==> src/rtl/alu_pkg.sv <==
`default_nettype none
// ============================================================================
//  Module      : alu_pkg
//  Description : Shared definitions for the ALU issue controller: opcode
//                constants, opcode classification and the FSM state type.
//  Revision    : 1.0  initial release
// ============================================================================
package alu_pkg;

    // Arithmetic opcodes
    localparam logic [4:0] OP_ADD      = 5'b00000;
    localparam logic [4:0] OP_ADDINC   = 5'b00001;
    localparam logic [4:0] OP_INCA     = 5'b00011;
    localparam logic [4:0] OP_SUBDEC   = 5'b00100;
    localparam logic [4:0] OP_SUB      = 5'b00101;
    localparam logic [4:0] OP_DECA     = 5'b00110;
    // Shifts by one position
    localparam logic [4:0] OP_LSL      = 5'b01000;
    localparam logic [4:0] OP_ASR      = 5'b01001;
    // Logic / pass / zeros / ones group occupies 10000..11111
    localparam logic [4:0] OP_LOGIC_LO = 5'b10000;
    localparam logic [4:0] OP_ONES     = 5'b11111;

    typedef enum logic [2:0] {
        CLS_ADD     = 3'd0,
        CLS_SUB     = 3'd1,
        CLS_SHIFT   = 3'd2,
        CLS_LOGIC   = 3'd3,
        CLS_ILLEGAL = 3'd4
    } op_class_e;

    typedef enum logic [1:0] {
        ST_IDLE = 2'd0,
        ST_EXEC = 2'd1,
        ST_DONE = 2'd2
    } state_e;

    function automatic op_class_e op_class(input logic [4:0] op);
        op_class_e cls;
        cls = CLS_ILLEGAL;
        if (op >= OP_LOGIC_LO) begin
            cls = CLS_LOGIC;
        end else begin
            case (op)
                OP_ADD, OP_ADDINC, OP_INCA: cls = CLS_ADD;
                OP_SUBDEC, OP_SUB, OP_DECA: cls = CLS_SUB;
                OP_LSL, OP_ASR:             cls = CLS_SHIFT;
                default:                    cls = CLS_ILLEGAL;
            endcase
        end
        return cls;
    endfunction

endpackage
`default_nettype wire

==> src/rtl/alu_flag_gen.sv <==
`default_nettype none
// ============================================================================
//  Module      : alu_flag_gen
//  Description : Combinational status-flag generator. Carry is recomputed
//                locally from the registered operands; zero/negative and
//                overflow are derived from the ALU result.
//  Revision    : 1.0  initial release
//  Config      : ALU_OVF_DETECT_EN - when undefined, ovf is tied 0 and the
//                overflow logic is not built.
//  Ports       : op_cls  - class of the registered opcode
//                opcode  - registered opcode (selects carry-in / b override)
//                a, b    - registered operands
//                result  - ALU result
//                carry, ovf, zero, neg - derived flags
// ============================================================================
module alu_flag_gen
    import alu_pkg::*;
#(
    parameter int DATA_W = 32
) (
    input  op_class_e         op_cls,
    input  logic [4:0]        opcode,
    input  logic [DATA_W-1:0] a,
    input  logic [DATA_W-1:0] b,
    input  logic [DATA_W-1:0] result,
    output logic              carry,
    output logic              ovf,
    output logic              zero,
    output logic              neg
);

    logic [DATA_W-1:0] w_b_eff;
    logic              w_cin;
    logic [DATA_W:0]   w_cin_ext;
    logic              w_add_carry;
    logic              w_sub_borrow;

    // inca/deca use a constant 1 as second operand; addinc/subdec add an
    // extra +1 / -1 through w_cin.
    always_comb begin
        w_b_eff = b;
        w_cin   = 1'b0;
        case (opcode)
            OP_ADDINC: w_cin   = 1'b1;
            OP_INCA:   w_b_eff = DATA_W'(1);
            OP_SUBDEC: w_cin   = 1'b1;
            OP_DECA:   w_b_eff = DATA_W'(1);
            default:   ;
        endcase
    end

    assign w_cin_ext = {{DATA_W{1'b0}}, w_cin};

    // Only the top bit of the (DATA_W+1)-bit sum/difference is wanted, so it
    // is extracted by shifting rather than keeping an unused full-width sum.
    assign w_add_carry  = |(({1'b0, a} + {1'b0, w_b_eff} + w_cin_ext) >> DATA_W);
    assign w_sub_borrow = |(({1'b0, a} - {1'b0, w_b_eff} - w_cin_ext) >> DATA_W);

    always_comb begin
        carry = 1'b0;
        case (op_cls)
            CLS_ADD:   carry = w_add_carry;
            CLS_SUB:   carry = w_sub_borrow;
            CLS_SHIFT: carry = (opcode == OP_LSL) ? a[DATA_W-1] : a[0];
            default:   carry = 1'b0;
        endcase
    end

`ifdef ALU_OVF_DETECT_EN
    logic w_sa;
    logic w_sb;
    logic w_sr;

    assign w_sa = a[DATA_W-1];
    assign w_sb = w_b_eff[DATA_W-1];
    assign w_sr = result[DATA_W-1];

    always_comb begin
        ovf = 1'b0;
        case (op_cls)
            CLS_ADD: ovf = (w_sa == w_sb) && (w_sr != w_sa);
            CLS_SUB: ovf = (w_sa != w_sb) && (w_sr != w_sa);
            default: ovf = 1'b0;
        endcase
    end
`else
    assign ovf = 1'b0;
`endif

    assign zero = (result == '0);
    assign neg  = result[DATA_W-1];

endmodule
`default_nettype wire

==> src/rtl/alu_issue_ctrl.sv <==
`default_nettype none
// ============================================================================
//  Module      : alu_issue_ctrl
//  Description : Sequential front-end for a combinational 32-bit ALU. Accepts
//                an operation over valid/ready, holds the ALU inputs for
//                SETTLE cycles, captures the result with derived flags and
//                presents it over a second valid/ready handshake.
//  Revision    : 1.0  initial release
//  Config      : ALU_OVF_DETECT_EN - enables overflow flag (else res_ovf=0)
//  Ports       : clk, rst_n                    - clock / async active-low reset
//                in_valid/in_ready/in_op/in_a/in_b - request side
//                alu_opcode/alu_a/alu_b/alu_out    - ALU connection
//                res_valid/res_ready/res_data      - result side
//                res_zero/res_neg/res_carry/res_ovf/res_err - status
// ============================================================================
module alu_issue_ctrl
    import alu_pkg::*;
#(
    parameter int DATA_W = 32,
    parameter int OPC_W  = 5,
    parameter int SETTLE = 1     // must be >= 1
) (
    input  logic              clk,
    input  logic              rst_n,
    input  logic              in_valid,
    output logic              in_ready,
    input  logic [OPC_W-1:0]  in_op,
    input  logic [DATA_W-1:0] in_a,
    input  logic [DATA_W-1:0] in_b,
    output logic [OPC_W-1:0]  alu_opcode,
    output logic [DATA_W-1:0] alu_a,
    output logic [DATA_W-1:0] alu_b,
    input  logic [DATA_W-1:0] alu_out,
    output logic              res_valid,
    input  logic              res_ready,
    output logic [DATA_W-1:0] res_data,
    output logic              res_zero,
    output logic              res_neg,
    output logic              res_carry,
    output logic              res_ovf,
    output logic              res_err
);

    localparam int                c_cnt_w       = (SETTLE > 1) ? $clog2(SETTLE) : 1;
    localparam logic [c_cnt_w-1:0] c_settle_load = c_cnt_w'(SETTLE - 1);

    state_e              r_state;
    state_e              w_state_nxt;
    logic [c_cnt_w-1:0]  r_cnt;
    logic [OPC_W-1:0]    r_opcode;
    logic [DATA_W-1:0]   r_a;
    logic [DATA_W-1:0]   r_b;
    logic [DATA_W-1:0]   r_res_data;
    logic                r_zero;
    logic                r_neg;
    logic                r_carry;
    logic                r_ovf;
    logic                r_err;

    logic                w_in_ready;
    logic                w_res_valid;
    logic                w_accept;
    logic                w_sample;
    op_class_e           w_cls;
    logic                w_in_illegal;
    logic                w_fg_carry;
    logic                w_fg_ovf;
    logic                w_fg_zero;
    logic                w_fg_neg;

    assign w_cls        = op_class(5'(r_opcode));
    assign w_in_illegal = (op_class(5'(in_op)) == CLS_ILLEGAL);
    assign w_accept     = (r_state == ST_IDLE) && in_valid;
    assign w_sample     = (r_state == ST_EXEC) && (r_cnt == '0);

    // ---------------------------------------------------------------- state
    always_ff @(posedge clk or negedge rst_n) begin
        if (!rst_n) begin
            r_state <= ST_IDLE;
        end else begin
            r_state <= w_state_nxt;
        end
    end

    always_comb begin
        w_state_nxt = r_state;
        case (r_state)
            ST_IDLE: if (in_valid)     w_state_nxt = ST_EXEC;
            ST_EXEC: if (r_cnt == '0)  w_state_nxt = ST_DONE;
            ST_DONE: if (res_ready)    w_state_nxt = ST_IDLE;
            default:                   w_state_nxt = ST_IDLE;
        endcase
    end

    always_comb begin
        w_in_ready  = 1'b0;
        w_res_valid = 1'b0;
        case (r_state)
            ST_IDLE: w_in_ready  = 1'b1;
            ST_DONE: w_res_valid = 1'b1;
            default: ;
        endcase
    end

    // ------------------------------------------------------------- datapath
    // Illegal opcodes pass through EXEC with a zero count, so their result
    // appears one cycle after accept irrespective of SETTLE.
    always_ff @(posedge clk or negedge rst_n) begin
        if (!rst_n) begin
            r_cnt      <= '0;
            r_opcode   <= '0;
            r_a        <= '0;
            r_b        <= '0;
            r_res_data <= '0;
            r_zero     <= 1'b0;
            r_neg      <= 1'b0;
            r_carry    <= 1'b0;
            r_ovf      <= 1'b0;
            r_err      <= 1'b0;
        end else begin
            if (w_accept) begin
                r_opcode <= in_op;
                r_a      <= in_a;
                r_b      <= in_b;
                r_cnt    <= w_in_illegal ? '0 : c_settle_load;
            end else if ((r_state == ST_EXEC) && (r_cnt != '0)) begin
                r_cnt <= r_cnt - c_cnt_w'(1);
            end

            if (w_sample) begin
                if (w_cls == CLS_ILLEGAL) begin
                    r_res_data <= '0;
                    r_zero     <= 1'b0;
                    r_neg      <= 1'b0;
                    r_carry    <= 1'b0;
                    r_ovf      <= 1'b0;
                    r_err      <= 1'b1;
                end else begin
                    r_res_data <= alu_out;
                    r_zero     <= w_fg_zero;
                    r_neg      <= w_fg_neg;
                    r_carry    <= w_fg_carry;
                    r_ovf      <= w_fg_ovf;
                    r_err      <= 1'b0;
                end
            end
        end
    end

    alu_flag_gen #(
        .DATA_W (DATA_W)
    ) u_flag_gen (
        .op_cls (w_cls),
        .opcode (5'(r_opcode)),
        .a      (r_a),
        .b      (r_b),
        .result (alu_out),
        .carry  (w_fg_carry),
        .ovf    (w_fg_ovf),
        .zero   (w_fg_zero),
        .neg    (w_fg_neg)
    );

    assign in_ready   = w_in_ready;
    assign res_valid  = w_res_valid;
    assign alu_opcode = r_opcode;
    assign alu_a      = r_a;
    assign alu_b      = r_b;
    assign res_data   = r_res_data;
    assign res_zero   = r_zero;
    assign res_neg    = r_neg;
    assign res_carry  = r_carry;
    assign res_ovf    = r_ovf;
    assign res_err    = r_err;

endmodule
`default_nettype wire

==> config.mk <==
export PLATFORM = sky130hd
export DESIGN_NAME = alu_issue_ctrl
export DESIGN_NICKNAME = d
export VERILOG_FILES = /design/src/rtl/alu_pkg.sv /design/src/rtl/alu_flag_gen.sv /design/src/rtl/alu_issue_ctrl.sv
export SDC_FILE = /design/constraint.sdc
export NUM_CORES = 1
export LEC_CHECK = 0
export CELL_PAD_IN_SITES_DETAIL_PLACEMENT = 1
export CELL_PAD_IN_SITES_GLOBAL_PLACEMENT = 1
export CORE_MARGIN = 2
export CORE_UTILIZATION = 38
export CTS_CLUSTER_SIZE = 20
export DETAILED_ROUTE_END_ITERATION = 7
export PLACE_DENSITY_LB_ADDON = 0.1
export SYNTH_ARGS = -nofsm -noshare
export SYNTH_HDL_FRONTEND = slang
export SYNTH_SLANG_ARGS = --single-unit
==> constraint.sdc <==
create_clock -name clk -period 8.1 [get_ports clk]
set_input_delay 0.81 -clock clk [delete_from_list [all_inputs] [get_ports clk]]
set_output_delay 0.81 -clock clk [all_outputs]
set_load 0.02 [all_outputs]
==> Flow_metrics.wiki <==
{| class="wikitable"
! Metric !! Value
|-
| CTS Buffer Depth || 2
|-
| Type of element capturing the critical path || flop
|-
| Async set-reset flop share out of synthesis || 100%
|-
| Area enclosed by the die boundary || 17700 um2
|-
| Dpl hpwl || 14.3 mm
|-
| CP arrival || 4.33 ns
|-
| Total clock buffers created by CTS || 9
|-
| Main area contributors after synthesis || sky130_fd_sc_hd__dfrtp_1, sky130_fd_sc_hd__ha_1, sky130_fd_sc_hd__mux2_2
|-
| Clock skew || 0.0103 ns
|-
| Clk Latency, worst-skew pair || approximately 0.36 ns
|-
| CTS HTree Levels || 3
|-
| Most used cells in the layout excluding fill and tap cells || sky130_fd_sc_hd__clkdlybuf4s50_1, sky130_fd_sc_hd__dfrtp_1, sky130_fd_sc_hd__inv_1
|-
| Post-synth net total || 820
|-
| Maximum vdd drop || 0.175 mV
|-
| Final cell count without fillers || 1049
|-
| TritonCTS clock tree || built
|-
| Final Total Pwr || 4070 uW
|-
| Most common cell after layout, fill and taps aside || sky130_fd_sc_hd__clkdlybuf4s50_1
|-
| Flip-flop and latch count after synthesis || roughly 110
|-
| Sequential share of the synthesized area || 42.4%
|-
| Cell count after placement || just over 1k
|-
| # Post-CTS Setup Buffers || 0
|-
| Sink count of the clock tree || 107
|-
| Synth unique cells || ~50
|-
| Area Growth Syn to Fin || 41.5%
|-
| Number of instances in the synthesized netlist || 622
|-
| Fraction of final layout cells sized beyond drive strength 1 || 7.84%
|-
| Hold buffers post-CTS || 0
|-
| N_diodes || 0
|-
| Drt pass-1 iters || 4
|-
| Clock transition at the registers of the reported paths || 0.09 ns
|-
| Worst-path maximum fanout || 32
|-
| Vias/cell || 5.00
|-
| Post-Synthesis Mean Instance Area || between 10 and 15 um2
|-
| Routed length per instance || 17.6 um
|-
| Port bufs || around 210
|-
| Slew at the pin with the worst max-slew slack || 1.06 ns
|-
| Number of synthesis warnings || 0
|-
| Antenna Nets Post-Route || 0
|-
| Worst slew margin relative to its limit || 29.0%
|-
| RSZ-0062 raised after global routing || no
|-
| Number of endpoints failing setup at the final stage || 0
|-
| Number of maximum-capacitance constraint violations || 0
|-
| Required time at the endpoint of the critical path || around 8.3 ns
|-
| Post-Route Setup TNS || 0 ns
|-
| Area leader, netlist || sky130_fd_sc_hd__dfrtp_1
|-
| Via count of the routed design || approximately 5.2k
|-
| DRC violations left || 0
|-
| Maximum achievable frequency || around 240 MHz
|-
| Final WL || 18.4 mm
|-
| Gr ovfl total || 0
|-
| Final-stage net count || between 1k and 1.5k
|-
| Critical setup path kind || flop to flop
|-
| Top_reg_cell synth || sky130_fd_sc_hd__dfrtp_1
|-
| Weighted congestion reported at the end of routability-driven placement || 0.773
|-
| Global Route Usage Sum || 21.8%
|-
| Chip width || between 100 and 150 um
|-
| Leakage power figure || 0.00408 uW
|-
| Number of flops mapped to enable cells by yosys || 0
|-
| Number of violations reported at the end of detailed-routing iteration 0 || 192
|-
| Io pins || 213
|-
| Outcome || finished, final reports clean
|-
| Hold slack final || 0.488 ns
|-
| Flop2flop setup slack || 4.01 ns
|-
| Area of the mapped netlist || 6310 um2
|-
| Count of final hold-check violations || 0
|-
| Core region area || approximately 16000 um2
|-
| Launching element type of the critical path || flop
|-
| Worst setup path startpoint || alu_opcode[2]
|-
| Initial Util || 38.5%
|-
| Final worst path period share || 50.5%
|-
| Depth of the worst register-to-register path || 14
|-
| Terminus of the critical flop-to-flop path || res_carry
|-
| Via count of the first global-routing pass || ~6.0k
|-
| Wire length of the first global-routing pass || 30.6 mm
|-
| Min cycle time layout || 4.09 ns
|-
| Number of antenna violations at the first check in global routing || 0
|-
| Type of the worst min-delay path || flop to flop
|-
| CTS root buf || sky130_fd_sc_hd__clkbuf_16
|-
| Die outline height || 133 um
|-
| Count of standard-cell rows || 47
|-
| Worst hold path stage count || 2
|-
| Cts repair resizes || 0
|-
| Reg2Reg Launch Point || alu_opcode[2]
|-
| Area share of the largest cell type after synthesis || 42.4%
|-
| Power per cell area || around 460 nW/um2
|-
| Destination of the critical timing path || res_carry
|-
| Count of final max-slew check failures || 0
|-
| Maximum number of pins on one net before global-route repair || 101
|}
## report_power, final
group	switching [uW]	internal, uW
sequential	222	785
combinational	1390	1220
clock	231	220
total	1840	2230
## registers in the layout (all words and copies together) (netlist names)
register and flops:
res_carry 1, alu_a 32, res_err 1, r_state 2
res_zero 1, alu_b 32, res_data 32, alu_opcode 5
r_cnt 1
## final cells by class
| type | count | area [um2] |
|---|---|---|
| fill | 1792 | 7470 |
| multi-input combinational | 396 | 3180 |
| inverter | 95 | 357 |
| sequential | 107 | 2680 |
| clock buffer | 9 | 225 |
| tap | 220 | 275 |
| clock inverter | 7 | 83.8 |
| timing repair buffer | 215 | 2140 |
## routing by layer
metal | share of wire [%] | vias up | global-route usage (%)
met2 | 50 | 141 | 38.3
met5 | 0 | - | 0
met3 | 7.3 | 28 | 7.59
li1 | - | 2523 | -
met1 | 41 | 2552 | 25.1
met4 | 2.1 | 0 | 6.15
## cells by family (layout without fill, tap and decap cells)
logic type               Yosys count  in the layout  synth area share, %
AO/OA/AOI/OAI                    121            121                 13.1
AND/OR/NAND/NOR                  141            141                 11.5
adder cells (fa/ha/maj)           93             93                 18.4
buffers and inverters            119            326                 7.35
multiplexers                      39             39                 6.94
other                              1              1               0.0594
flip-flops                       107            107                 42.4
XOR/XNOR                           1              1                0.139
## cell usage after synthesis, types with 11 or more instances
cell type / n
sky130_fd_sc_hd__dfrtp_1: 107
sky130_fd_sc_hd__o21ai_0: 42
sky130_fd_sc_hd__nand2_1: 46
sky130_fd_sc_hd__a21oi_1: 15
sky130_fd_sc_hd__clkbuf_1: 12
sky130_fd_sc_hd__mux2_2: 38
sky130_fd_sc_hd__nor4_1: 11
sky130_fd_sc_hd__inv_1: 95
sky130_fd_sc_hd__nor2_1: 20
sky130_fd_sc_hd__ha_1: 93
sky130_fd_sc_hd__and2_1: 31
sky130_fd_sc_hd__a22o_1: 33
## worst min-delay path by stage
stage / to / from / slack, ns
3_5_place_dp: res_zero / res_zero / 0.47
3_3_place_gp: res_zero / res_zero / 0.46
5_1_grt: res_zero / res_zero / 0.53
6_report: res_zero / res_zero / 0.49
2_1_floorplan: r_state[0] / r_state[1] / 0.47
4_1_cts: res_zero / res_zero / 0.49
## worst max-delay path, stage by stage, from the launching register on
cell	delay (ns)
sky130_fd_sc_hd__dfrtp_1	0.47
sky130_fd_sc_hd__xnor2_1	0.20
sky130_fd_sc_hd__nor3_1	0.14
sky130_fd_sc_hd__nand2_1	0.65
sky130_fd_sc_hd__and2_1	0.47
sky130_fd_sc_hd__ha_1	0.30
sky130_fd_sc_hd__inv_1	0.06
sky130_fd_sc_hd__ha_1	0.31
sky130_fd_sc_hd__a21o_1	0.20
sky130_fd_sc_hd__a221o_1	0.35
sky130_fd_sc_hd__a221oi_1	0.32
sky130_fd_sc_hd__o21a_1	0.18
sky130_fd_sc_hd__o31ai_1	0.10
sky130_fd_sc_hd__nand2_1	0.12
sky130_fd_sc_hd__o221ai_2	0.09
## stage by stage
step                      utilization, %  setup slack [ns]  area, um2
after detailed placement            52.6              3.95       8620
after global routing                54.4              3.68       8930
after floorplan                        -              4.92       6310
final                               54.4              4.01       8930
after CTS                           54.4              3.91       8930
after global placement              52.6              4.14       8620
(Power assumes the default switching activity.)
